**src/rtl/ttl_ff_bank.sv**
```systemverilog
// ---------------------------------------------------------------------------
// ttl_ff_bank
//
// Purpose: a bank of TTL-style edge-triggered flip-flops (D or JK type).
// Each chip clock, preset and clear is treated as an ordinary input and is
// sampled on the single system clock. A chip-clock rising edge is accepted
// only after it passes a glitch filter.
//
// Parameters:
//   CHANNELS : number of independent channels (own cclk/n_pre/n_clr each)
//   WIDTH    : bits per channel, sharing that channel's clock and controls
//   MODE     : 0 = D-type (k ignored), 1 = JK-type (J = d, K = k)
//   FILTER   : samples a chip clock must hold a new level (1..15)
//
// Ports:
//   clk      in   system clock, all state changes on its rising edge
//   n_reset  in   asynchronous active-low reset
//   cclk     in   [CHANNELS]        chip clock per channel (sampled level)
//   n_pre    in   [CHANNELS]        active-low preset per channel
//   n_clr    in   [CHANNELS]        active-low clear per channel
//   d        in   [CHANNELS*WIDTH]  D data, or J in JK mode
//   k        in   [CHANNELS*WIDTH]  K inputs (JK mode only)
//   q        out  [CHANNELS*WIDTH]  registered true outputs
//   n_q      out  [CHANNELS*WIDTH]  registered complement outputs
// ---------------------------------------------------------------------------
module ttl_ff_bank #(
   parameter int CHANNELS = 2,
   parameter int WIDTH    = 1,
   parameter int MODE     = 0,
   parameter int FILTER   = 1
) (
   input  logic                      clk,
   input  logic                      n_reset,
   input  logic [CHANNELS-1:0]       cclk,
   input  logic [CHANNELS-1:0]       n_pre,
   input  logic [CHANNELS-1:0]       n_clr,
   input  logic [CHANNELS*WIDTH-1:0] d,
   input  logic [CHANNELS*WIDTH-1:0] k,
   output logic [CHANNELS*WIDTH-1:0] q,
   output logic [CHANNELS*WIDTH-1:0] n_q
);

   localparam int            CW   = $clog2(FILTER + 1);
   localparam logic [CW-1:0] FILT = CW'(FILTER);

   genvar gi;
   generate
      for (gi = 0; gi < CHANNELS; gi++) begin : g_ch
         logic             lvl_q, lvl_d;
         logic [CW-1:0]    cnt_q, cnt_d, cnt_inc;
         logic [WIDTH-1:0] capd_q, capd_d;
         logic [WIDTH-1:0] capk_q, capk_d;
         logic [WIDTH-1:0] out_q, out_d;
         logic [WIDTH-1:0] nout_q, nout_d;
         logic [WIDTH-1:0] d_ch, k_ch;
         logic [WIDTH-1:0] ev_d, ev_k, ev_q;
         logic             start;
         logic             rise;

         assign d_ch    = d[gi*WIDTH +: WIDTH];
         assign k_ch    = k[gi*WIDTH +: WIDTH];
         assign cnt_inc = cnt_q + CW'(1);

         // First high sample of a rising attempt: this is where the real chip
         // would have seen its edge, so data is captured here.
         assign start = cclk[gi] && !lvl_q && (cnt_q == '0);

         // With FILTER=1 the capture and the event fall on the same edge, so
         // the live inputs are used instead of the not-yet-written capture.
         assign ev_d = start ? d_ch : capd_q;
         assign ev_k = start ? k_ch : capk_q;

         // Glitch filter and capture register.
         always_comb begin
            lvl_d  = lvl_q;
            cnt_d  = cnt_q;
            capd_d = capd_q;
            capk_d = capk_q;
            rise   = 1'b0;
            if (cclk[gi] == lvl_q) begin
               // Matches the accepted level (or an attempt was aborted).
               cnt_d = '0;
            end else if (cnt_inc == FILT) begin
               lvl_d = ~lvl_q;
               cnt_d = '0;
               rise  = ~lvl_q;
            end else begin
               cnt_d = cnt_inc;
            end
            if (start) begin
               capd_d = d_ch;
               capk_d = k_ch;
            end
         end

         // Flip-flop action for a clock event.
         always_comb begin
            ev_q = out_q;
            for (int b = 0; b < WIDTH; b++) begin
               if (MODE == 0) begin
                  ev_q[b] = ev_d[b];
               end else begin
                  case ({ev_d[b], ev_k[b]})
                     2'b00:   ev_q[b] = out_q[b];
                     2'b01:   ev_q[b] = 1'b0;
                     2'b10:   ev_q[b] = 1'b1;
                     default: ev_q[b] = ~out_q[b];
                  endcase
               end
            end
         end

         // Preset/clear override clock events; both low drives q and n_q
         // high like a real 74LS74. Otherwise n_q always follows ~q, which
         // also restores the complement on release.
         always_comb begin
            out_d  = out_q;
            nout_d = nout_q;
            if (!n_pre[gi] && !n_clr[gi]) begin
               out_d  = '1;
               nout_d = '1;
            end else if (!n_pre[gi]) begin
               out_d  = '1;
               nout_d = '0;
            end else if (!n_clr[gi]) begin
               out_d  = '0;
               nout_d = '1;
            end else begin
               out_d  = rise ? ev_q : out_q;
               nout_d = ~out_d;
            end
         end

         always_ff @(posedge clk or negedge n_reset) begin
            if (!n_reset) begin
               lvl_q  <= 1'b1;
               cnt_q  <= '0;
               capd_q <= '0;
               capk_q <= '0;
               out_q  <= '0;
               nout_q <= '1;
            end else begin
               lvl_q  <= lvl_d;
               cnt_q  <= cnt_d;
               capd_q <= capd_d;
               capk_q <= capk_d;
               out_q  <= out_d;
               nout_q <= nout_d;
            end
         end

         assign q[gi*WIDTH +: WIDTH]   = out_q;
         assign n_q[gi*WIDTH +: WIDTH] = nout_q;
      end
   endgenerate

endmodule

```
**config.mk**
```make
export PLATFORM = sky130hd
export DESIGN_NAME = ttl_ff_bank
export DESIGN_NICKNAME = d
export VERILOG_FILES = /design/src/rtl/ttl_ff_bank.sv
export SDC_FILE = /design/constraint.sdc
export NUM_CORES = 1
export LEC_CHECK = 0
export ABC_AREA = 0
export CORE_AREA = 2 2 39 41
export DETAILED_ROUTE_END_ITERATION = 6
export DIE_AREA = 0 0 41 43
export DONT_BUFFER_PORTS = 1
export PLACE_DENSITY = 0.31
export SLEW_MARGIN = 30
export SYNTH_ARGS = -nofsm -noshare
export SYNTH_HDL_FRONTEND = slang
export SYNTH_SLANG_ARGS = --single-unit
```
**constraint.sdc**
```tcl
create_clock -name clk -period 1.45 [get_ports clk]
set_input_delay 0.145 -clock clk [delete_from_list [all_inputs] [get_ports clk]]
set_output_delay 0.145 -clock clk [all_outputs]
set_load 0.005 [all_outputs]
```
After elaboration in Yosys (flattened, before gate mapping)
Index checks and enable logic that the tools add are counted.
Widths: inputs -> output; s select.
{"block": "word_totals", "ff_bits": 8, "input_bits": 12, "output_inout_bits": 4, "word_cells": 42}
{"block": "op_classes", "eq_ne": 2, "n_mux": 18, "n_bitwise": 4, "reduce_logical": 10}
{"operator": "$mux 1", "count": 18}
{"operator": "$logic_not 1->1", "count": 6}
{"operator": "$logic_and 1x1->1", "count": 4}
{"operator": "$not 1->1", "count": 4}
{"operator": "$eq 1x1->1", "count": 2}

Logic depth before layout (Yosys ltp)
{"block": "logic_depth", "depth_word": 8, "depth_mapped": 4, "mapped_depth_nobuf": 4}

Worst setup path before layout
OpenSTA, ideal clock, no wires.
{"block": "synth_path", "path_kind": "register to register", "startpoint": "register g_ch[0].lvl_q", "endpoint": "register g_ch[0].out_q", "setup_time_ns": 0.118, "arrival_ns": 1.188, "required_ns": 1.332, "slack_ns": 0.144, "path_stages_with_launch": 5, "n_path_buf": 0, "synth_period_minus_slack_ns": 1.306, "cell_sequence": "dfstp_2 -> inv_1 -> ha_1 -> mux2_4 -> a21o_1"}
{"block": "synth_via", "elab_chain_len": 7, "elab_cells_between_ends": 10, "cone_classes": "eq/ne: 1; mux: 6; bitwise: 1; reduce/logical: 2"}
{"element": "from (decl)", "line": "49", "source": "logic lvl_q, lvl_d;"}
{"element": "from (signal assigned)", "line": "143", "source": "lvl_q <= lvl_d;"}
{"element": "$logic_not 1->1", "line": "66", "source": "assign start = cclk[gi] && !lvl_q && (cnt_q == '0);"}
{"element": "$logic_and 1x1->1", "line": "66"}
{"element": "$mux 1"}
{"element": "$mux 1 *", "line": "129", "source": "out_d = rise ? ev_q : out_q;"}
{"element": "$mux 1 *", "line": "125", "source": "end else if (!n_clr[gi]) begin"}
{"element": "$mux 1 *", "line": "122", "source": "end else if (!n_pre[gi]) begin"}
{"element": "$mux 1 *", "line": "119", "source": "if (!n_pre[gi] && !n_clr[gi]) begin"}
{"element": "net g_ch[0].out_d", "line": "53", "source": "logic [WIDTH-1:0] out_q, out_d;"}
{"element": "to (signal assigned)", "line": "147", "source": "out_q <= out_d;"}
{"element": "to (decl)", "line": "53"}
The timed path passes the listed nets; every way through them passes the cells marked *.
A chain may end at the register's enable or synchronous reset.

Worst setup path in the final report
{"block": "layout_path", "startpoint": "register g_ch[1].lvl_q", "endpoint": "register g_ch[1].out_q"}
{"block": "layout_via", "elab_chain_len": 7, "elab_cells_between_ends": 10, "cone_classes": "eq/ne: 1; mux: 6; bitwise: 1; reduce/logical: 2"}
{"element": "from (decl)", "line": "49"}
{"element": "from (signal assigned)", "line": "143"}
{"element": "$logic_not 1->1", "line": "66"}
{"element": "$logic_and 1x1->1", "line": "66"}
{"element": "$mux 1"}
{"element": "$mux 1 *", "line": "129"}
{"element": "$mux 1 *", "line": "125"}
{"element": "$mux 1 *", "line": "122"}
{"element": "$mux 1 *", "line": "119"}
{"element": "net g_ch[1].out_d", "line": "53"}
{"element": "to (signal assigned)", "line": "147"}
{"element": "to (decl)", "line": "53"}
Marks and branches as above.

==> metrics.md <==
| Metric | Value |
|---|---|
| Outcome | `completed` |
| Post-CTS sizing | `0` |
| Initial DRC Count | `0` |
| Rows | `14` |
| Core Footprint | `1384 um2` |
| Top FF cell, synth | `dfstp_2` |
| Post-Syn Area | `297.8 um2` |
| Clk buf depth | `2` |
| Global-route wire length before repair | `724 um` |
| Max Slew Vio Count | `0` |
| Hold-fix buffers, CTS | `3` |
| Unique masters post-synth | `9` |
| Chip Width | `41 um` |
| Worst vdd ir | `0.3926 mV` |
| Hold WS | `0.02320 ns` |
| Max-cap check violation count | `0` |
| Slew @ Worst Pin | `0.2731 ns` |
| Crit path max fanout | `2` |
| Area contributors post-synth | `dfstp_2 35%, dfrtp_1 17%, buf_4 10%, mux2_4 10%, ha_1 8.4%` |
| Relative slew margins | `0.8173` |
| Max H-tree Level | `1` |
| Sequential share of the synthesized area | `0.5210` |
| Fin crit period | `1.342 ns` |
| Setup crit end kind | `flop` |
| Clock net sink count | `6` |
| Initial antenna violation count | `0` |
| Endpoints failing hold | `0` |
| NumNets Final | `42` |
| Die outline height | `43 um` |
| GR Util All Layers | `0.06956` |
| Proportion of layout cells with a drive suffix above 1 | `0.3462` |
| Data arrival, critical path | `1.47 ns` |
| Leak pwr | `0.0001596 uW` |
| Drt first pass iters | `1` |
| Skew-Pair Late Insertion Delay | `0.24 ns` |
| Critical path type | `flop to flop` |
| Setup TNS | `0 ns` |
| Port bufs | `0` |
| Top Metal Used | `met3` |
| DR vias/cell | `3.810` |
| Setup Viol. Count Final | `0` |
| Fill count | `151` |
| Total CTS buffers | `3` |
| Cell area power density | `1667 nW/um2` |
| Largest net degree at the start of global routing | `7` |
| Post-synth top area cell | `dfstp_2` |
| Die area | `1763 um2` |
| Met3 wire len | `35 um` |
| Max Fclk | `745.2 MHz` |
| Routed WL | `401 um` |
| Ant diodes | `0` |
| CP startpoint kind | `flop` |
| Final period util | `0.9255` |
| Post-route ant nets | `0` |
| GPL Wtd Cong | `0.5993` |
| Mapped Cells | `24` |
| Final Util | `0.2459` |
| Non-Filler Instances | `42` |
| Clock Skew | `0.00008307 ns` |
| Mean routed wirelength per cell | `9.548 um` |
| Async set or reset register ratio after synthesis | `1.000` |
| Most frequent cells after synthesis | `4 x buf_4, 4 x dfstp_2, 4 x inv_1` |
| Synth top area share | `0.3529` |
| Setup bufs post-CTS | `0` |
| Cell count after placement | `36` |
| Number of synthesized flops with an enable pin | `0` |
| Syn avg cell area | `12.41 um2` |
| GRT overflow | `0` |
| Routed via count | `160` |
| Clock-pin slew on the worst setup and hold paths | `0.05 ns` |
| Drt drc | `0` |
| I/O Pins | `16` |
| Number of global-route vias before repair | `180` |
| Syn-to-layout area delta | `14.29%` |
| Yosys reg bits | `6` |
| CTS root buf | `clkbuf_4` |
| Ys Warns | `0` |
| Clock tree from TritonCTS | `built` |
| Required @ worst endpoint | `1.58 ns` |
| Metal-1 WL | `157 um` |
| Design Power | `567.3 uW` |
| Initial Util | `0.2152` |
| HP Class | `primary input to flop` |
| Met2 wire len | `208 um` |
| RSZ-0062 raised after global routing | `false` |
| Syn Nets | `38` |
-- worst max-delay path, cell delays in order, from the launching register on --
cell and delay, ns:
dfstp_2 0.53, inv_1 0.04, ha_1 0.18, mux2_4 0.30, a21o_1 0.18
-- where the power goes --
group          leakage [uW]  internal (uW)  switching, uW
sequential        0.0000637            239           26.9
combinational     0.0000821           92.3           57.9
clock             0.0000138           93.5           57.7
-- cells in the final DEF (no fill, tap or decap) --
cell	n
a21o_1	2
dfstp_2	4
ha_1	2
mux2_4	2
inv_1	4
dfrtp_1	2
dlygate4sd3_1	3
clkbuf_4	3
o21ai_1	2
xnor2_1	2
-- area by class of cell --
cell class / count / area [um2] / area share
clock buffer: 3 / 22.52 / 0.06618
inverter: 4 / 15.01 / 0.04412
multi-input combinational: 10 / 97.59 / 0.2868
sequential: 6 / 155.1 / 0.4559
tap: 16 / 20.02 / 0.05882
timing repair buffer: 3 / 30.03 / 0.08824
-- sequential cells by signal (all words and copies together) (netlist names) --
register / flops
g_ch.out_q: 2
g_ch.lvl_q: 2
g_ch.nout_q: 2
-- path summary, 6_finish.rpt --
path,startpoint,to,slack [ns],depth (start not counted)
hold / removal,n_clr[0],g_ch[0].out_q$_DFF_PN0_,0.02,1
setup / recovery,g_ch[1].lvl_q$_DFFE_PN1P_,g_ch[1].out_q$_DFF_PN0_,0.11,4
min in group asynchronous,n_reset,g_ch[0].out_q$_DFF_PN0_,0.22,1
max in group asynchronous,n_reset,g_ch[1].lvl_q$_DFFE_PN1P_,0.96,1
setup reg to reg,g_ch[1].lvl_q$_DFFE_PN1P_,g_ch[1].out_q$_DFF_PN0_,0.11,4
hold reg to reg,g_ch[1].lvl_q$_DFFE_PN1P_,g_ch[1].lvl_q$_DFFE_PN1P_,0.49,1
-- routing by layer --
| metal | GRT usage | vias up |
|---|---|---|
| met3 | 0.04712 | 0 |
| met5 | 0 | - |
| li1 | - | 79 |
| met1 | 0.07166 | 77 |
| met2 | 0.08125 | 4 |
| met4 | 0.08000 | 0 |
-- through the flow --
| stage | setup slack, ns | area (um2) |
|---|---|---|
| 2_1_floorplan | 0.1441 | 297.8 |
| 3_3_place_gp | 0.1267 | 287.8 |
| 3_5_place_dp | 0.1110 | 287.8 |
| 4_1_cts | 0.1011 | 340.3 |
| 5_1_grt | 0.04465 | 340.3 |
| 6_report | 0.1081 | 340.3 |
-- cells by family (layout without fill, tap and decap cells) --
family                     after synthesis  after routing  share of synthesized area
buffers and inverters                    8             10                     0.1512
adders and majority gates                2              2                    0.08402
AOI/OAI and AO/OA                        4              4                    0.08402
muxes                                    2              2                     0.1008
DFF                                      6              6                     0.5210
xor gates and xnor gates                 2              2                    0.05883
No activity file was read; power rests on OpenSTA's default activity.
